## src/rtl/mem_stage.sv

```systemverilog
// mem_stage: RV32I memory stage with EX/MEM register, LSU handshake FSM and load/store lane logic.
// Define MEM_MISALIGN_TRAP_EN to add the misalign output and suppress misaligned accesses.
module mem_stage #(
    parameter int DATA_WIDTH = 32,
    parameter int ADDR_WIDTH = 32
) (
    input  logic                  clk,
    input  logic                  rst_n,
    input  logic [DATA_WIDTH-1:0] ex_opr_res,
    input  logic [DATA_WIDTH-1:0] ex_opr_b,
    input  logic [4:0]            ex_rd,
    input  logic [DATA_WIDTH-1:0] ex_pc4,
    input  logic                  ex_rf_en,
    input  logic                  ex_dm_en,
    input  logic [1:0]            ex_wb_sel,
    input  logic [2:0]            ex_lsuop,
    output logic                  dmem_req,
    output logic                  dmem_we,
    output logic [ADDR_WIDTH-1:0] dmem_addr,
    output logic [3:0]            dmem_be,
    output logic [DATA_WIDTH-1:0] dmem_wdata,
    input  logic                  dmem_rvalid,
    input  logic [DATA_WIDTH-1:0] dmem_rdata,
    output logic                  stall,
    output logic                  fwd_rf_en,
    output logic [4:0]            fwd_rd,
    output logic [DATA_WIDTH-1:0] fwd_opr_res,
    output logic                  wb_rf_en,
    output logic [4:0]            wb_rd,
    output logic [1:0]            wb_sel,
    output logic [DATA_WIDTH-1:0] wb_opr_res,
    output logic [DATA_WIDTH-1:0] wb_pc4,
    output logic [DATA_WIDTH-1:0] wb_ld_data
`ifdef MEM_MISALIGN_TRAP_EN
    ,
    output logic                  misalign
`endif
);
    typedef enum logic [1:0] {IDLE, BUSY, DONE} state_t;
    state_t state, state_next;
    logic [DATA_WIDTH-1:0] opr_res, opr_b, pc4, ld_q, ld_ext;
    logic [4:0] rd;
    logic rf_en, dm_en, mem_op, mis, issue, is_b, is_h;
    logic [1:0] sel, lane;
    logic [2:0] lsuop;
    logic [7:0] rd_b;
    logic [15:0] rd_h;
    always_ff @(posedge clk) begin
        if (!rst_n) begin
            opr_res <= '0;
            opr_b   <= '0;
            pc4     <= '0;
            rd      <= '0;
            rf_en   <= 1'b0;
            dm_en   <= 1'b0;
            sel     <= '0;
            lsuop   <= '0;
        end else if (!stall) begin
            opr_res <= ex_opr_res;
            opr_b   <= ex_opr_b;
            pc4     <= ex_pc4;
            rd      <= ex_rd;
            rf_en   <= ex_rf_en;
            dm_en   <= ex_dm_en;
            sel     <= ex_wb_sel;
            lsuop   <= ex_lsuop;
        end
    end
    always_ff @(posedge clk) begin
        if (!rst_n) begin
            state <= IDLE;
            ld_q  <= '0;
        end else begin
            state <= state_next;
            if (state == BUSY && dmem_rvalid) ld_q <= ld_ext;
        end
    end
    assign mem_op = dm_en | (sel == 2'b10);
    assign lane   = opr_res[1:0];
    assign is_b   = lsuop[1:0] == 2'b00;
    assign is_h   = lsuop[1:0] == 2'b01;
`ifdef MEM_MISALIGN_TRAP_EN
    assign mis      = mem_op & ((is_h & lane[0]) | (lsuop[1] & (lane != 2'b00)));
    assign misalign = mis;
`else
    assign mis = 1'b0;
`endif
    assign issue = mem_op & ~mis;
    always_comb begin
        state_next = state;
        stall      = 1'b0;
        dmem_req   = 1'b0;
        case (state)
            IDLE: begin
                dmem_req   = issue;
                stall      = issue;
                state_next = issue ? BUSY : IDLE;
            end
            BUSY: begin
                dmem_req   = 1'b1;
                stall      = 1'b1;
                state_next = dmem_rvalid ? DONE : BUSY;
            end
            default: state_next = IDLE;
        endcase
    end
    // Halfwords use the aligned lane pair, so misaligned H falls back to {addr[1],0}
    assign dmem_we    = dm_en;
    assign dmem_addr  = {opr_res[ADDR_WIDTH-1:2], 2'b00};
    assign dmem_be    = !mem_op ? 4'b0000 : !dm_en ? 4'b1111 :
                        is_b ? 4'b0001 << lane : is_h ? 4'b0011 << {lane[1], 1'b0} : 4'b1111;
    assign dmem_wdata = is_b ? {4{opr_b[7:0]}} : is_h ? {2{opr_b[15:0]}} : opr_b;
    assign rd_b       = dmem_rdata[{lane, 3'b000} +: 8];
    assign rd_h       = dmem_rdata[{lane[1], 4'b0000} +: 16];
    assign ld_ext     = is_b ? {{(DATA_WIDTH-8){~lsuop[2] & rd_b[7]}}, rd_b} :
                        is_h ? {{(DATA_WIDTH-16){~lsuop[2] & rd_h[15]}}, rd_h} : dmem_rdata;
    assign fwd_rf_en   = rf_en & ~stall;
    assign fwd_rd      = rd;
    assign fwd_opr_res = opr_res;
    assign wb_rf_en    = rf_en & ~stall & ~mis;
    assign wb_rd       = rd;
    assign wb_sel      = sel;
    assign wb_opr_res  = opr_res;
    assign wb_pc4      = pc4;
    assign wb_ld_data  = ld_q;
endmodule

```

## config.mk

```make
export PLATFORM = sky130hd
export DESIGN_NAME = mem_stage
export DESIGN_NICKNAME = d
export VERILOG_FILES = /design/src/rtl/mem_stage.sv
export SDC_FILE = /design/constraint.sdc
export NUM_CORES = 1
export LEC_CHECK = 0
export BUFFER_PORTS_ARGS = -buffer_cell sky130_fd_sc_hd__buf_4
export CORE_AREA = 2 2 140 142
export CTS_BUF_LIST = sky130_fd_sc_hd__clkbuf_2
export CTS_CLUSTER_DIAMETER = 150
export DETAILED_ROUTE_END_ITERATION = 7
export DIE_AREA = 0 0 142 144
export GPL_TIMING_DRIVEN = 0
export PLACE_DENSITY_LB_ADDON = 0.08
export SYNTH_ARGS = -nofsm -noshare
export SYNTH_HDL_FRONTEND = slang
export SYNTH_SLANG_ARGS = --single-unit
```

## constraint.sdc

```tcl
create_clock -name clk -period 1.4 [get_ports clk]
set_input_delay 0.14 -clock clk [delete_from_list [all_inputs] [get_ports clk]]
set_output_delay 0.14 -clock clk [all_outputs]
set_load 0.005 [all_outputs]
```

==> results of run 1 <==
kinds of logic (layout without fill, tap and decap cells):
logic type,after synthesis,in the layout,share of synthesized area [%]
simple gates,379,379,26.6
buf+inv,151,706,13.9
flops,142,142,43.4
compound gates,98,98,10.2
mux,35,35,5.83
other cells,1,3,0.0573
per-layer routing:
| metal | part of all wire (%) | wire (um) | vias up |
|---|---|---|---|
| met2 | 50 | 13600 | 273 |
| met3 | 6.8 | 1840 | 23 |
| met4 | 1.4 | 370 | 0 |
| met5 | 0 | 0 | - |
| li1 | - | - | 3800 |
| met1 | 42 | 11200 | 3605 |
timing repair:
item	4_1_cts	5_1_grt
setup buffers	24	6
gates resized for setup	201	68
hold endpoints to repair	142	0
gates cloned	1	2
hold buffers	142	0
pin swaps	22	7
setup endpoints to repair	350	351
worst paths after layout:
check / from / end / slack [ns] / cells past startpoint
worst max-delay path: lsuop[1] / dmem_wdata[13] / -0.66 / 5
worst min-delay path: rst_n / wb_ld_data[6] / 0.1 / 5
worst max register to register: fwd_opr_res[1] / wb_ld_data[5] / -0.29 / 7
worst min register to register: wb_pc4[0] / wb_pc4[0] / 0.47 / 2
registers in the layout, summed over array words and instances, names as in the netlist:
signal and cells:
state 2, fwd_opr_res 32, wb_sel 2, lsuop 3, dmem_we 1, fwd_rd 5
wb_pc4 32, rf_en 1, wb_ld_data 32, opr_b 32
stage by stage:
stage	power (mW)	setup slack, ns	cell area (um2)	util [%]
finish	16.6	-0.656	12300	64.6
global route	17.6	-0.760	12300	64.6
CTS	16.3	-0.745	12000	63.1
detailed placement	12.0	-0.518	9510	49.8
global placement	12.0	-0.475	9510	49.8
floorplan	8.62	0.0107	6570	-
worst register-to-register path: stages, from the launching register on:
cell and delay [ns]:
dfxtp_4 0.40, buf_8 0.12, buf_6 0.12, buf_8 0.14, mux2_4 0.32, a32oi_4 0.19, nor2_1 0.08, a221o_1 0.26
synthesized netlist by cell type (7+ instances only):
cell type and instances:
nor2_1 9, buf_4 80, a22oi_1 8, nand3_1 213
a21oi_2 10, mux2i_1 10, a22o_1 7, a21oi_1 19
clkbuf_1 38, buf_2 22, dfxtp_1 142, o21ai_0 36
nand2_1 140, mux2_2 25
area by class of cell:
type | instances | share of cell area (%)
repair buffers | 525 | 36.9
multi-input cells | 514 | 25.6
flip-flops and latches | 142 | 23.7
plain buffers | 146 | 9.27
well taps | 238 | 2.42
clock inverters | 13 | 1.21
clock buffers | 18 | 0.731
inverters | 4 | 0.142
diodes | 1 | 0.0203
where the power goes:
group	switching [mW]	total [mW]	internal (mW)
Sequential	0.752	5.66	4.91
Combinational	3.61	8.44	4.83
Clock	1.56	2.53	0.972
Total	5.92	16.6	10.7
==> impl_metrics.ini, run 1 <==
[status]
status = finished with violations
violations = setup timing

[synth]
synth_top_area_share_pct = 43.4
synth_ff_type = dfxtp_1
yosys-top-cells-area = dfxtp_1 43%, nand3_1 16%, buf_4 9.2%, nand2_1 8.0%, mux2_2 4.3%
synth.avg_cell_area_um2 = 8.12
synth-seq-area-share_pct = 43.4
syn_inst = 806
synth_area_um2 = 6540
ys_ff_latch = 142
yosys.area.top_type = dfxtp_1
yosys_warnings = 0
synth.distinct_cells = 37
synth-edff-count = 0
synthArstFlopShare_pct = 0

[critical_path]
path_buf_inv = 3
cp_slowest_stage_delay_ns = 0.39
crit_family = buffers and inverters
cpMaxStageDelayCell = dfxtp_4
critical_path_class = register to primary output
path_max_fanout = 8
critPathLaunchType = register
worst_ep_arrival_time_ns = 1.92
cp.required_ns = 1.26
worstPathCellList = buf_8 > nor2_4 > buf_12 > mux2_4 > buf_6
endpoint_kind = primary output

[timing]
fin_crit_ns = 2.06
maxSlewViolCount = 0
max_slew.worst_pin.slew_ns = 0.767
whs_ns = 0.0971
setup_viol = 245
finalCritPeriodShare_pct = 147
skew_ns = 0.0368
tns_ns = -41.03
slew_headroom_pct = 48.9
worst_slack_ns = -0.656
max_freq_mhz = 486
finalHoldViolCount = 0
rsz0062_at_grt = true

[routing]
routed_via_density = 4.81
routedWlPerCell_um = 16.8
drt-total-wl_mm = 26.9
drt_iter0_markers = 290
via_count = 7701
drc = 0
firstDrtPassIters = 5
ant_nets = 0

[die]
die_area_um2 = 20400
die_y_um = 144
die_w_um = 142
start_util_pct = 34.3
fp-row-count = 51
pin_count = 356
core_area_um2 = 19100

[placement]
port_buffers = 352
gp_congestion = 0.803
hpwl_mm = 18.5
placed_cells = 1397

[layout]
area_growth_pct = 88.4
n_fill_cell = 1650
ff_latch_area_um2 = 2920
stdcell_count = 1601
layout-drive-gt1-share_pct = 47.1
mostFrequentLayoutCell = buf_4
layout_common_cells = 397 x buf_4, 212 x nand3_1, 142 x dlygate4sd3_1, 133 x nand2_1, 107 x dfxtp_1
nets = 1493
multi_input_area_um2 = 3160

[job]
maxCapViolCount = 0

[grt]
grt_use_met3_pct = 6.09
grt_max_degree = 17
antenna_found_initial = 1
grt_util_met2_pct = 43.4
met1_usage_pct = 31.2
grt_pass1_wl_mm = 40.3
groute.usage.overall_pct = 25.0
grt-ovfl-total = 0
busiest_layer = met2
grt_pass1_vias = 7507

[power]
irDropWorstVdd_mv = 0.687
pwr_density_cell_nw_per_um2 = 1350
p_leak_nw = 6.06

[cts]
cts_max_level = 4
clock_path_buffers = 2
cts-root-buf = clkbuf_2
insertion_delay_ns = 0.72
clkSinkCount = 142
cts_inserted_buffers = 17
cts_tree = built
path_clk_slew_ns = 0.20

[min_path]
hold_class = primary input to register
Power figures use the tool's default switching activity.
==> run 2, diff against run 1 <==
--- a/config.mk
+++ b/config.mk
@@ -5,7 +5,7 @@
 export SDC_FILE = /design/constraint.sdc
 export NUM_CORES = 1
 export LEC_CHECK = 0
-export BUFFER_PORTS_ARGS = -buffer_cell sky130_fd_sc_hd__buf_4
+export BUFFER_PORTS_ARGS = -buffer_cell sky130_fd_sc_hd__buf_2
 export CORE_AREA = 2 2 140 142
 export CTS_BUF_LIST = sky130_fd_sc_hd__clkbuf_2
 export CTS_CLUSTER_DIAMETER = 150
@@ -13,6 +13,7 @@
 export DIE_AREA = 0 0 142 144
 export GPL_TIMING_DRIVEN = 0
 export PLACE_DENSITY_LB_ADDON = 0.08
+export REMOVE_ABC_BUFFERS = 1
 export SYNTH_ARGS = -nofsm -noshare
 export SYNTH_HDL_FRONTEND = slang
 export SYNTH_SLANG_ARGS = --single-unit
==> impl_metrics.ini, run 2 (synthesized netlist as in run 1, its figures left out) <==
[cts]
clock_path_buffers = 2
cts_inserted_buffers = 17
cts-root-buf = clkbuf_2
path_clk_slew_ns = 0.24
insertion_delay_ns = 0.73
clkSinkCount = 142
postCtsHoldBufs = 141
cts_tree = built
cts_max_level = 4

[placement]
gp_congestion = 0.753
place_ws_ns = -0.957
dpl_cell_area_um2 = 7940
hpwl_mm = 14.4
port_buffers = 353

[timing]
maxSlewViolCount = 0
max_slew.worst_pin.slew_ns = 0.713
whs_ns = -0.103
slew_headroom_pct = 52.5
rsz0062_at_grt = true
worst_slack_ns = -0.792
setup_viol = 187
tns_ns = -65.88
fin_crit_ns = 2.19
finalHoldViolCount = 57
max_freq_mhz = 456
skew_ns = 0.0393
finalCritPeriodShare_pct = 157

[grt]
grt_max_degree = 143
antenna_found_initial = 1
grt_pass1_wl_mm = 39.3
groute.usage.overall_pct = 24.7
grt-ovfl-total = 0
grt_pass1_vias = 7089

[layout]
n_fill_cell = 1480
ff_latch_area_um2 = 3050
utilization_pct = 67.2
multi_input_area_um2 = 3420
area_growth_pct = 95.9
layout-drive-gt1-share_pct = 58.2
fin_area_um2 = 12800
layout_common_cells = 229 x buf_2, 161 x nand3_1, 152 x buf_6, 141 x dlygate4sd3_1, 133 x nand2_1
nets = 1440
mostFrequentLayoutCell = buf_2

[power]
p_seq_share_pct = 30.9
power.share.clock_pct = 12.2
p_switching_mw = 6.80
comb_power_share_pct = 56.9
p_sw_share_pct = 36.3
pwr_density_cell_nw_per_um2 = 1460
power.internal_mw = 11.9
p_leak_nw = 6.13
irDropWorstVdd_mv = 0.914

[die]
start_util_pct = 34.3
pin_count = 356
die_y_um = 144
die_w_um = 142
die_area_um2 = 20400
fp-row-count = 51
core_area_um2 = 19100

[critical_path]
critPathLaunchType = register
worstReg2RegStart = wb_sel[1]
cp.required_ns = 1.26
critical_path_class = register to primary output
regToRegEndpoint = fwd_opr_res[23]
worst_ep_arrival_time_ns = 2.05
reg2reg_slack_ns = -0.50
path_max_fanout = 3
rr_worst_depth = 11
endpoint_kind = primary output

[min_path]
min_from = rst_n
hold_class = primary input to register
whs_path_depth = 3
holdPathEnd = wb_ld_data[22]

[routing]
drt_iter0_markers = 361
via_count = 7657
routedWlPerCell_um = 17.8
firstDrtPassIters = 4
drc = 0
drt-total-wl_mm = 27.5
ant_nets = 0
routed_via_density = 4.94

[status]
status = finished with violations
violations = hold timing, setup timing

[job]
maxCapViolCount = 0
[run 2: cell count changes in the layout (fill, tap and decap cells not counted), moves of 18 or more]
cell	previous run	this run
nand3_2	1	52
clkbuf_1	28	0
dfxtp_2	22	90
buf_2	13	229
nand3_1	212	161
buf_16	0	18
buf_4	397	38
buf_6	62	152
dfxtp_1	107	27
[run 2: layout make-up]
class | instances | area share [%]
clock buffer | 19 | 0.742
timing repair buffer | 614 | 45.0
multi-input combinational | 515 | 26.7
antenna | 1 | 0.0195
clock inverter | 13 | 0.908
sequential | 142 | 23.8
inverter | 4 | 0.273
tap | 238 | 2.32
timing repair inverter | 3 | 0.264
[run 2: how the worst max path moves through the flow]
stage | startpoint | endpoint | slack (ns) | cells after the start
after floorplan | wb_sel[1] | state[0] | -5.21 | 4
after global placement | wb_sel[1] | state[0] | -10.44 | 4
after detailed placement | wb_sel[1] | dmem_req | -0.96 | 7
after CTS | wb_sel[1] | dmem_req | -0.93 | 7
after global routing | wb_sel[1] | dmem_req | -0.95 | 7
final | wb_sel[1] | dmem_req | -0.79 | 7
[run 2: power by group through the flow]
stage	Sequential [mW]	Clock [mW]	Combinational, mW
3_5_place_dp	5.59	0	4.97
2_1_floorplan	5.65	0	2.01
3_3_place_gp	5.41	0	3.84
6_report	5.79	2.29	10.7
4_1_cts	5.48	2.39	9.28
5_1_grt	5.90	2.55	11.3
[run 2: metal layers]
metal	GRT usage [%]	part of all wire, %
met1	29.6	39
met2	44.0	52
met3	6.09	6.1
met4	7.05	2.3
met5	0	0
[run 2: through the flow]
| step | instances | total power, mW |
|---|---|---|
| after floorplan | 660 | 7.66 |
| after global placement | 1251 | 9.25 |
| after detailed placement | 1260 | 10.6 |
| after CTS | 1524 | 17.1 |
| after global routing | 1549 | 19.7 |
| final | 1549 | 18.7 |
[run 2: what timing repair did]
action / CTS / global route
endpoints found under the setup margin: 348 / 350
endpoints found under the hold margin: 142 / 60
gates resized for setup: 213 / 288
pin swaps: 58 / 39
gates cloned: 20 / 3
buffers inserted: 71 / 26
[run 2: worst max-delay path, stage by stage, from the launching register on]
cell and delay [ns]:
dfxtp_2 0.37, nor2b_4 0.13, o31ai_4 0.23, clkbuf_16 0.20, buf_16 0.12, inv_16 0.03, buf_16 0.12, buf_6 0.11
==> run 3, diff against run 2 <==
--- a/config.mk
+++ b/config.mk
@@ -6,11 +6,11 @@
 export NUM_CORES = 1
 export LEC_CHECK = 0
 export BUFFER_PORTS_ARGS = -buffer_cell sky130_fd_sc_hd__buf_2
-export CORE_AREA = 2 2 140 142
+export CORE_MARGIN = 8
+export CORE_UTILIZATION = 42
 export CTS_BUF_LIST = sky130_fd_sc_hd__clkbuf_2
 export CTS_CLUSTER_DIAMETER = 150
 export DETAILED_ROUTE_END_ITERATION = 7
-export DIE_AREA = 0 0 142 144
 export GPL_TIMING_DRIVEN = 0
 export PLACE_DENSITY_LB_ADDON = 0.08
 export REMOVE_ABC_BUFFERS = 1
==> impl_metrics.ini, run 3 (synthesized netlist as in run 1, its figures left out) <==
[timing]
finalHoldViolCount = 55
whs_ns = -0.101
max_freq_mhz = 432
worst_slack_ns = -0.914
finalCritPeriodShare_pct = 165
tns_ns = -65.30
slew_headroom_pct = 53.3
setup_viol = 213
rsz0062_at_grt = true
maxSlewViolCount = 0
max_slew.worst_pin.slew_ns = 0.701
fin_crit_ns = 2.31
skew_ns = 0.0278

[power]
p_sw_share_pct = 38.2
p_leak_nw = 5.54
p_switching_mw = 6.17
pwr_density_cell_nw_per_um2 = 1450
p_seq_share_pct = 34.4
comb_power_share_pct = 52.9
power.internal_mw = 9.99
fin_total_pwr_mw = 16.2
irDropWorstVdd_mv = 0.933
power.share.clock_pct = 12.7

[cts]
postCtsHoldBufs = 141
path_clk_slew_ns = 0.20
cts_max_level = 4
clock_path_buffers = 2
insertion_delay_ns = 0.70
cts-root-buf = clkbuf_2
cts_inserted_buffers = 17
clkSinkCount = 142
cts_tree = built

[placement]
place_ws_ns = -1.07
dpl_cell_area_um2 = 7900
hpwl_mm = 16.2
port_buffers = 353
placed_cells = 1210
gp_congestion = 0.781

[layout]
stdcell_count = 1447
layout_common_cells = 328 x buf_2, 166 x nand3_1, 141 x dlygate4sd3_1, 137 x nand2_1, 132 x dfxtp_1
fin_area_um2 = 11100
mostFrequentLayoutCell = buf_2
layout-drive-gt1-share_pct = 46.5
area_growth_pct = 70.1
nets = 1391
utilization_pct = 73.2

[routing]
drt_iter0_markers = 407
firstDrtPassIters = 5
routedWlPerCell_um = 19.4
drt-total-wl_mm = 28.0
via_count = 7489
ant_nets = 0
drc = 0
routed_via_density = 5.18

[critical_path]
path_max_fanout = 4
cp_common_cell = buf_16
worst_ep_arrival_time_ns = 2.17
crit_family = buffers and inverters
endpoint_kind = primary output
cpMaxStageDelayCell = dfxtp_2
worstPathCellList = nor2b_4 > o31ai_4 > clkbuf_16 > buf_16 > buf_16 > buf_12 > and2_4 > buf_6
path_buf_inv = 5
critPathLaunchType = register
critical_path_class = register to primary output
reg2reg_slack_ns = -0.48
cp_slowest_stage_delay_ns = 0.36
cp.required_ns = 1.26

[status]
status = finished with violations
violations = hold timing, setup timing

[die]
core_area_um2 = 15200
die_area_um2 = 19800
die_y_um = 141
start_util_pct = 43.0
pin_count = 356
die_w_um = 141
fp-row-count = 45

[grt]
antenna_found_initial = 2
grt_max_degree = 156
grt_pass1_wl_mm = 40.1
grt_pass1_vias = 7492
groute.usage.overall_pct = 25.3
grt-ovfl-total = 0

[min_path]
hold_class = primary input to register

[job]
maxCapViolCount = 0
run 3: cell types whose count changed in the layout (fill, tap and decap cells not counted), sizes merged, moves of 2 or more:
| cell | change |
|---|---|
| clkbuf | +7 |
| clkinv | -2 |
| bufbuf | -2 |
| buf | -51 |
| inv | -5 |
run 3: area by class of cell:
cell class / count / area (um2)
timing repair buffer: 566 / 4470
multi-input combinational: 515 / 3310
sequential: 142 / 2870
clock inverter: 8 / 71.3
fill: 1157 / 4070
antenna: 1 / 2.50
inverter: 4 / 45.0
clock buffer: 21 / 105
timing repair inverter: 2 / 22.5
tap: 188 / 235
run 3: tightest hold or removal path: cells and delay by family:
family | cells | cell delay (ns)
buffers and inverters | 1 | 0.21
AO/OA/AOI/OAI | 2 | 0.20
run 3: path summary, 6_finish.rpt:
kind | startpoint | to | depth (start not counted)
setup / recovery | wb_sel[1] | wb_rf_en | 8
hold / removal | rst_n | wb_ld_data[18] | 3
setup reg to reg | wb_sel[1] | opr_b[30] | 11
hold reg to reg | wb_pc4[25] | wb_pc4[25] | 2
run 3: repair_timing:
action	CTS	global route
pin swaps	16	78
setup endpoints to repair	301	351
endpoints found under the hold margin	142	55
gates cloned	6	14
resized for setup	106	114
setup buffers	24	26
run 3: per-layer routing:
layer	GRT usage, %	vias up	wire length, um
met5	0	-	8
met2	44.9	312	14500
met3	9.66	44	2290
met4	8.71	2	761
li1	-	3587	-
met1	27.0	3544	10500
run 3: power groups by stage:
stage	sequential [mW]	clock [mW]	combinational, mW
final	5.56	2.05	8.56
after detailed placement	5.56	0	5.12
after global placement	5.42	0	3.94
after floorplan	5.65	0	2.01
after global routing	5.65	2.29	9.08
after CTS	5.47	2.11	6.96
